<file path="src/rtl/bus_pkg.sv">
// Shared definitions for the MMIO bus decoder slice.
//   bus_state_t  : transfer FSM states (IDLE / ACCESS / DONE)
//   RESP_*       : coded transfer responses returned with ready
//   idx_width()  : bit width needed to index n slaves (never below 1)
package bus_pkg;

  typedef enum logic [1:0] {
    IDLE   = 2'b00,
    ACCESS = 2'b01,
    DONE   = 2'b10
  } bus_state_t;

  localparam logic [1:0] RESP_OK       = 2'b00;
  localparam logic [1:0] RESP_MISALIGN = 2'b01;
  localparam logic [1:0] RESP_DECERR   = 2'b10;
  localparam logic [1:0] RESP_TIMEOUT  = 2'b11;

  function automatic int unsigned idx_width(input int unsigned n);
    return (n > 1) ? $clog2(n) : 1;
  endfunction

endpackage

</file>
<file path="src/rtl/bus_wait_timer.sv">
// Wait-state watchdog for one bus access.
// Counts enabled cycles from a clear; expired is a registered flag that is
// high on the cycle the count equals TIMEOUT.
//   clk, reset (async, active-low)
//   clear   : restart count at 0 and drop expired (has priority over en)
//   en      : count this cycle
//   expired : count == TIMEOUT (registered)
module bus_wait_timer #(
  parameter int unsigned TIMEOUT = 15
) (
  input  logic clk,
  input  logic reset,
  input  logic clear,
  input  logic en,
  output logic expired
);

  localparam int unsigned CW = $clog2(TIMEOUT + 1);

  logic [CW-1:0] count;
  logic [CW-1:0] count_inc;

  assign count_inc = count + 1'b1;

  // expired is computed from the next count so it lines up with the
  // cycle where count itself equals TIMEOUT; counting stops once set.
  always_ff @(posedge clk or negedge reset) begin
    if (!reset) begin
      count   <= '0;
      expired <= 1'b0;
    end else if (clear) begin
      count   <= '0;
      expired <= 1'b0;
    end else if (en && !expired) begin
      count   <= count_inc;
      expired <= (count_inc == CW'(TIMEOUT));
    end
  end

endmodule

</file>
<file path="src/rtl/mmio_bus_decoder.sv">
// Memory-mapped bus decoder between the MEM stage and NUM_SLAVES targets.
// The region field addr[SEL_LO+SEL_W-1:SEL_LO] picks a slave; each transfer
// is a req/ready handshake with per-slave wait states, a timeout watchdog
// and a coded response.
//   clk, reset (async, active-low)
//   req/we/addr/wdata/be : CPU request, held until ready
//   ready/resp/rdata     : one-cycle completion pulse with response and data
//   s_sel                : one-hot slave select, high for the ACCESS phase
//   s_we/s_addr/s_wdata/s_be : registered copies of the CPU fields
//   s_rdata/s_ready      : flattened slave read data and per-slave ready
module mmio_bus_decoder
  import bus_pkg::*;
#(
  parameter int unsigned NUM_SLAVES = 3,
  parameter int unsigned ADDR_W     = 32,
  parameter int unsigned DATA_W     = 32,
  parameter int unsigned SEL_LO     = 7,
  parameter int unsigned SEL_W      = 2,
  parameter int unsigned TIMEOUT    = 15
) (
  input  logic                         clk,
  input  logic                         reset,
  input  logic                         req,
  input  logic                         we,
  input  logic [ADDR_W-1:0]            addr,
  input  logic [DATA_W-1:0]            wdata,
  input  logic [DATA_W/8-1:0]          be,
  output logic                         ready,
  output logic [1:0]                   resp,
  output logic [DATA_W-1:0]            rdata,
  output logic [NUM_SLAVES-1:0]        s_sel,
  output logic                         s_we,
  output logic [ADDR_W-1:0]            s_addr,
  output logic [DATA_W-1:0]            s_wdata,
  output logic [DATA_W/8-1:0]          s_be,
  input  logic [NUM_SLAVES*DATA_W-1:0] s_rdata,
  input  logic [NUM_SLAVES-1:0]        s_ready
);

  localparam int unsigned IDX_W = idx_width(NUM_SLAVES);

  bus_state_t        state;
  logic [IDX_W-1:0]  slv_idx;
  logic [SEL_W-1:0]  region;
  logic [IDX_W-1:0]  region_idx;
  logic              sel_ready;
  logic [DATA_W-1:0] sel_rdata;
  logic              tmr_clear;
  logic              tmr_en;
  logic              tmr_expired;

  assign region     = addr[SEL_LO+SEL_W-1:SEL_LO];
  assign region_idx = IDX_W'(region);

  // Only the latched target's ready/data are ever looked at.
  always_comb begin
    sel_ready = s_ready[slv_idx];
    sel_rdata = s_rdata[32'(slv_idx) * DATA_W +: DATA_W];
  end

  assign tmr_clear = (state != ACCESS);
  assign tmr_en    = (state == ACCESS) && !sel_ready;

  bus_wait_timer #(
    .TIMEOUT (TIMEOUT)
  ) u_timer (
    .clk     (clk),
    .reset   (reset),
    .clear   (tmr_clear),
    .en      (tmr_en),
    .expired (tmr_expired)
  );

  always_ff @(posedge clk or negedge reset) begin
    if (!reset) begin
      state   <= IDLE;
      ready   <= 1'b0;
      resp    <= RESP_OK;
      rdata   <= '0;
      s_sel   <= '0;
      s_we    <= 1'b0;
      s_addr  <= '0;
      s_wdata <= '0;
      s_be    <= '0;
      slv_idx <= '0;
    end else begin
      ready <= 1'b0;
      unique case (state)
        IDLE: begin
          if (req) begin
            s_we    <= we;
            s_addr  <= addr;
            s_wdata <= wdata;
            s_be    <= be;
            // Misalignment is checked before the region so an unaligned
            // access to a missing slave reports MISALIGN.
            if (addr[1:0] != 2'b00) begin
              resp  <= RESP_MISALIGN;
              rdata <= '0;
              ready <= 1'b1;
              state <= DONE;
            end else if (32'(region) >= NUM_SLAVES) begin
              resp  <= RESP_DECERR;
              rdata <= '0;
              ready <= 1'b1;
              state <= DONE;
            end else begin
              slv_idx             <= region_idx;
              s_sel               <= '0;
              s_sel[region_idx]   <= 1'b1;
              state               <= ACCESS;
            end
          end
        end
        ACCESS: begin
          // A ready arriving on the expiry cycle still completes normally.
          if (sel_ready) begin
            resp  <= RESP_OK;
            rdata <= s_we ? '0 : sel_rdata;
            s_sel <= '0;
            ready <= 1'b1;
            state <= DONE;
          end else if (tmr_expired) begin
            resp  <= RESP_TIMEOUT;
            rdata <= '0;
            s_sel <= '0;
            ready <= 1'b1;
            state <= DONE;
          end
        end
        DONE: begin
          state <= IDLE;
        end
        default: begin
          state <= IDLE;
          s_sel <= '0;
        end
      endcase
    end
  end

endmodule

</file>
<file path="config.mk">
export PLATFORM = sky130hd
export DESIGN_NAME = mmio_bus_decoder
export DESIGN_NICKNAME = d
export VERILOG_FILES = /design/src/rtl/bus_pkg.sv /design/src/rtl/bus_wait_timer.sv /design/src/rtl/mmio_bus_decoder.sv
export SDC_FILE = /design/constraint.sdc
export NUM_CORES = 1
export LEC_CHECK = 0
export ABC_AREA = 1
export ABC_CLOCK_PERIOD_IN_PS = 1900
export BUFFER_PORTS_ARGS = -buffer_cell sky130_fd_sc_hd__buf_2
export CAP_MARGIN = 0
export CORE_ASPECT_RATIO = 1.5
export CORE_UTILIZATION = 40
export CTS_BUF_LIST = sky130_fd_sc_hd__clkbuf_8 sky130_fd_sc_hd__clkbuf_16
export DETAILED_ROUTE_END_ITERATION = 7
export PLACE_DENSITY_LB_ADDON = 0.08
export SYNTH_ARGS = -nofsm -noshare
export SYNTH_HDL_FRONTEND = slang
export SYNTH_HIERARCHICAL = 1
export SYNTH_SLANG_ARGS = --single-unit
</file>
<file path="constraint.sdc">
create_clock -name clk -period 1.9 [get_ports clk]
set_input_delay 0.19 -clock clk [delete_from_list [all_inputs] [get_ports clk]]
set_output_delay 0.19 -clock clk [all_outputs]
set_load 0.005 [all_outputs]
</file>
==> out/metrics.yaml <==
run_status:
  status: "complete, no violations"
grt:
  grt_pass1_vias: 5549
  antenna_found_initial: 0
  grt_overflow: 0
  grt_pass1_wl_um: 25450
  grt_max_degree: 71
  track_usage_pct: 24.00
die:
  fp.coreArea_um2: 12950
  rows: 51
  io_pins: 278
  initial_core_util_pct: 40.99
  die-area_um2: 13750
  die_h_um: 143.1
  fp.dieW_um: 96.08
clocking:
  clk_latency_ps: 410
  cts.sinks: 116
  postCtsSetupBuffers: 0
  cts_buffers: 17
  clk_pin_slew_ps: 50
  cts-root-buf: "clkbuf_16"
  cts_tree: "done"
  h-tree-depth: 4
  cts.path.max_buffers: 2
logic_synthesis:
  synth.area.top_cells: "dfrtp_1 (55%), nand2_1 (21%), nand3_1 (6.7%)"
  yosysTopAreaCellShare_pct: 54.67
  ys_seq_area_share_pct: 54.67
  ys_seq_elements: 116
  synth.distinct_cells: 24
  synth_cells: 671
  syn-cell-area_um2: 5310
  avgSynthCellArea_um2: 7.914
  synth_warnings: 6
  syn_nets: 844
  synth_top_cell_by_area: "dfrtp_1"
timing:
  rsz0062_at_grt: "false"
  hold_violations: 0
  setup_tns_ps: 0
  post-route-period-util_pct: 79.67
  min_period_ps: 1514
  clock_skew_ps: 9.310
  slew_violations: 0
  setup_viol: 0
  maxSlewHeadroom_pct: 52.57
  fmax_mhz: 660.6
  tightest_slew_ps: 711.5
final_layout:
  final_nets: 1175
  area_growth_pct: 52.36
  final_area_um2: 8090
  drive_gt1_share_pct: 33.30
  antennaDiodeCount: 0
  n_fill_cell: 1154
setup_path:
  crit_arrival_ps: 1800
  crit_required_ps: 2190
  endpoint_kind: "register"
  critPathKind: "register to register"
  cp_max_fo: 32
  critPathLaunchType: "register"
drt:
  wl_um: 16270
  drtIter0Drc: 224
  viasPerCell: 4.827
  drc_errors: 0
  ant_nets: 0
  wl_per_cell_um: 13.86
  dr_total_vias: 5667
  drtPass1Iterations: 4
placement:
  gp_congestion: 0.7947
  io_buffer_count: 277
  dpl_cell_area_um2: 6834
  place_hpwl_um: 11170
job:
  maxCapViolCount: 0
power:
  vdd_drop_max_uv: 737.6
  p_per_area_nw_per_um2: 1206
  leakagePower_nw: 4.570
worst_hold_path:
  min_path_type: "input port to register"
==> per-stage QoR <==
stage / util, % / setup WS [ps] / std cells / power, mW / hold slack (ps)
after global routing: 62.46 / 248.2 / 1174 / 10.39 / 27.06
after floorplan: - / 574.9 / 671 / 5.070 / -105.6
after CTS: 62.46 / 388.9 / 1174 / 9.840 / 6.196
final: 62.46 / 386.2 / 1174 / 9.757 / 16.74
after detailed placement: 52.76 / 403.7 / 1079 / 6.354 / 219.4
after global placement: 52.76 / 468.6 / 1079 / 6.289 / 210.3
==> cells in the mapped netlist <==
master	number
nand2_1	297
o21ai_0	41
o21ai_2	1
o22ai_1	2
nor2_8	1
buf_2	15
nand3_1	71
nand2_4	1
buf_6	3
clkbuf_1	20
a21oi_4	1
dfrtp_1	116
nand2_2	3
nor2_2	1
ha_1	2
buf_1	2
nor2_4	1
inv_2	7
nor3_1	1
o21ai_1	31
nand3_4	1
nand4_1	3
inv_1	12
nor2_1	38
==> layer usage <==
metal	global-route usage, %	vias to the layer above	wire [um]	part of all wire [%]
li1	-	2806	-	-
met1	26.66	2614	6354	39
met2	43.26	221	8441	52
met3	5.325	26	1113	6.8
met4	9.741	0	357	2.2
met5	0	-	0	0
==> power by group <==
group	switching [mW]	internal, mW	total (mW)
logic	1.72	1.22	2.94
registers	0.379	3.11	3.49
clock network	1.18	2.15	3.33
total	3.28	6.48	9.76
==> cells in the final DEF (no fill, tap or decap), types with 2 or more instances in the layout <==
| master | instances |
|---|---|
| nand2_1 | 297 |
| nor2_1 | 38 |
| clkinv_4 | 2 |
| inv_1 | 12 |
| o21ai_0 | 41 |
| inv_6 | 4 |
| dlygate4sd3_1 | 63 |
| buf_2 | 276 |
| ha_1 | 2 |
| dfrtp_1 | 116 |
| o22ai_1 | 2 |
| clkbuf_8 | 2 |
| nand4_1 | 3 |
| buf_12 | 3 |
| buf_4 | 10 |
| inv_2 | 7 |
| clkinvlp_4 | 4 |
| nand3_1 | 71 |
| o21ai_1 | 31 |
| nand2_2 | 3 |
| clkbuf_16 | 17 |
| bufinv_16 | 3 |
==> final timing paths <==
check	startpoint	endpoint	slack, ps	cells past startpoint
max in group asynchronous	reset	s_wdata[8]$_DFFE_PN0N_	940	3
hold / removal	addr[22]	s_addr[22]$_DFFE_PN0N_	20	3
setup / recovery	state[0]$_DFFE_PN0P_	rdata[14]$_DFFE_PN0P_	390	8
min in group asynchronous	reset	rdata[28]$_DFFE_PN0P_	320	2
hold reg to reg	s_addr[29]$_DFFE_PN0N_	s_addr[29]$_DFFE_PN0N_	460	2
setup reg to reg	state[0]$_DFFE_PN0P_	rdata[14]$_DFFE_PN0P_	390	8
==> worst max-delay path, stage by stage, from the launching register on <==
cell     delay (ps)
dfrtp_1         380
inv_1            80
nand2_1         100
nor2_4          120
buf_4           250
a21oi_4         110
buf_12          180
nand3_1          90
nand2_1          60
==> kinds of logic (layout without fill, tap and decap cells) <==
group,after synthesis,count (layout),share of synthesized area [%]
AND/OR/NAND/NOR,418,418,32.42
adder cells (fa/ha/maj),2,2,0.4712
flip-flops,116,116,54.67
AO/OA/AOI/OAI,76,76,7.493
buffers and inverters,59,403,4.948
==> timing repair <==
| item | CTS | global route |
|---|---|---|
| endpoints found under the hold margin | 97 | 0 |
| hold buffers | 63 | 0 |
| gates resized for setup | 0 | 0 |
==> registers in the layout (all words and copies together), names as in the netlist <==
name	cells
s_wdata	32
resp	2
ready	1
s_we	1
u_timer/expired	1
u_timer/count	4
s_addr	32
state	2
slv_idx	2
s_be	4
s_sel	3
rdata	32
==> layout make-up <==
cell class	count	area [um2]	area share (%)
Sequential cell	116	2903	35.88
Timing Repair Buffer	352	2147	26.54
Tap cell	159	198.9	2.459
Multi-Input combinational cell	496	2145	26.51
Clock buffer	19	452.9	5.599
Clock inverter	13	172.7	2.134
Inverter	19	71.32	0.8815
Note: power is estimated with default switching activity, not from simulation.
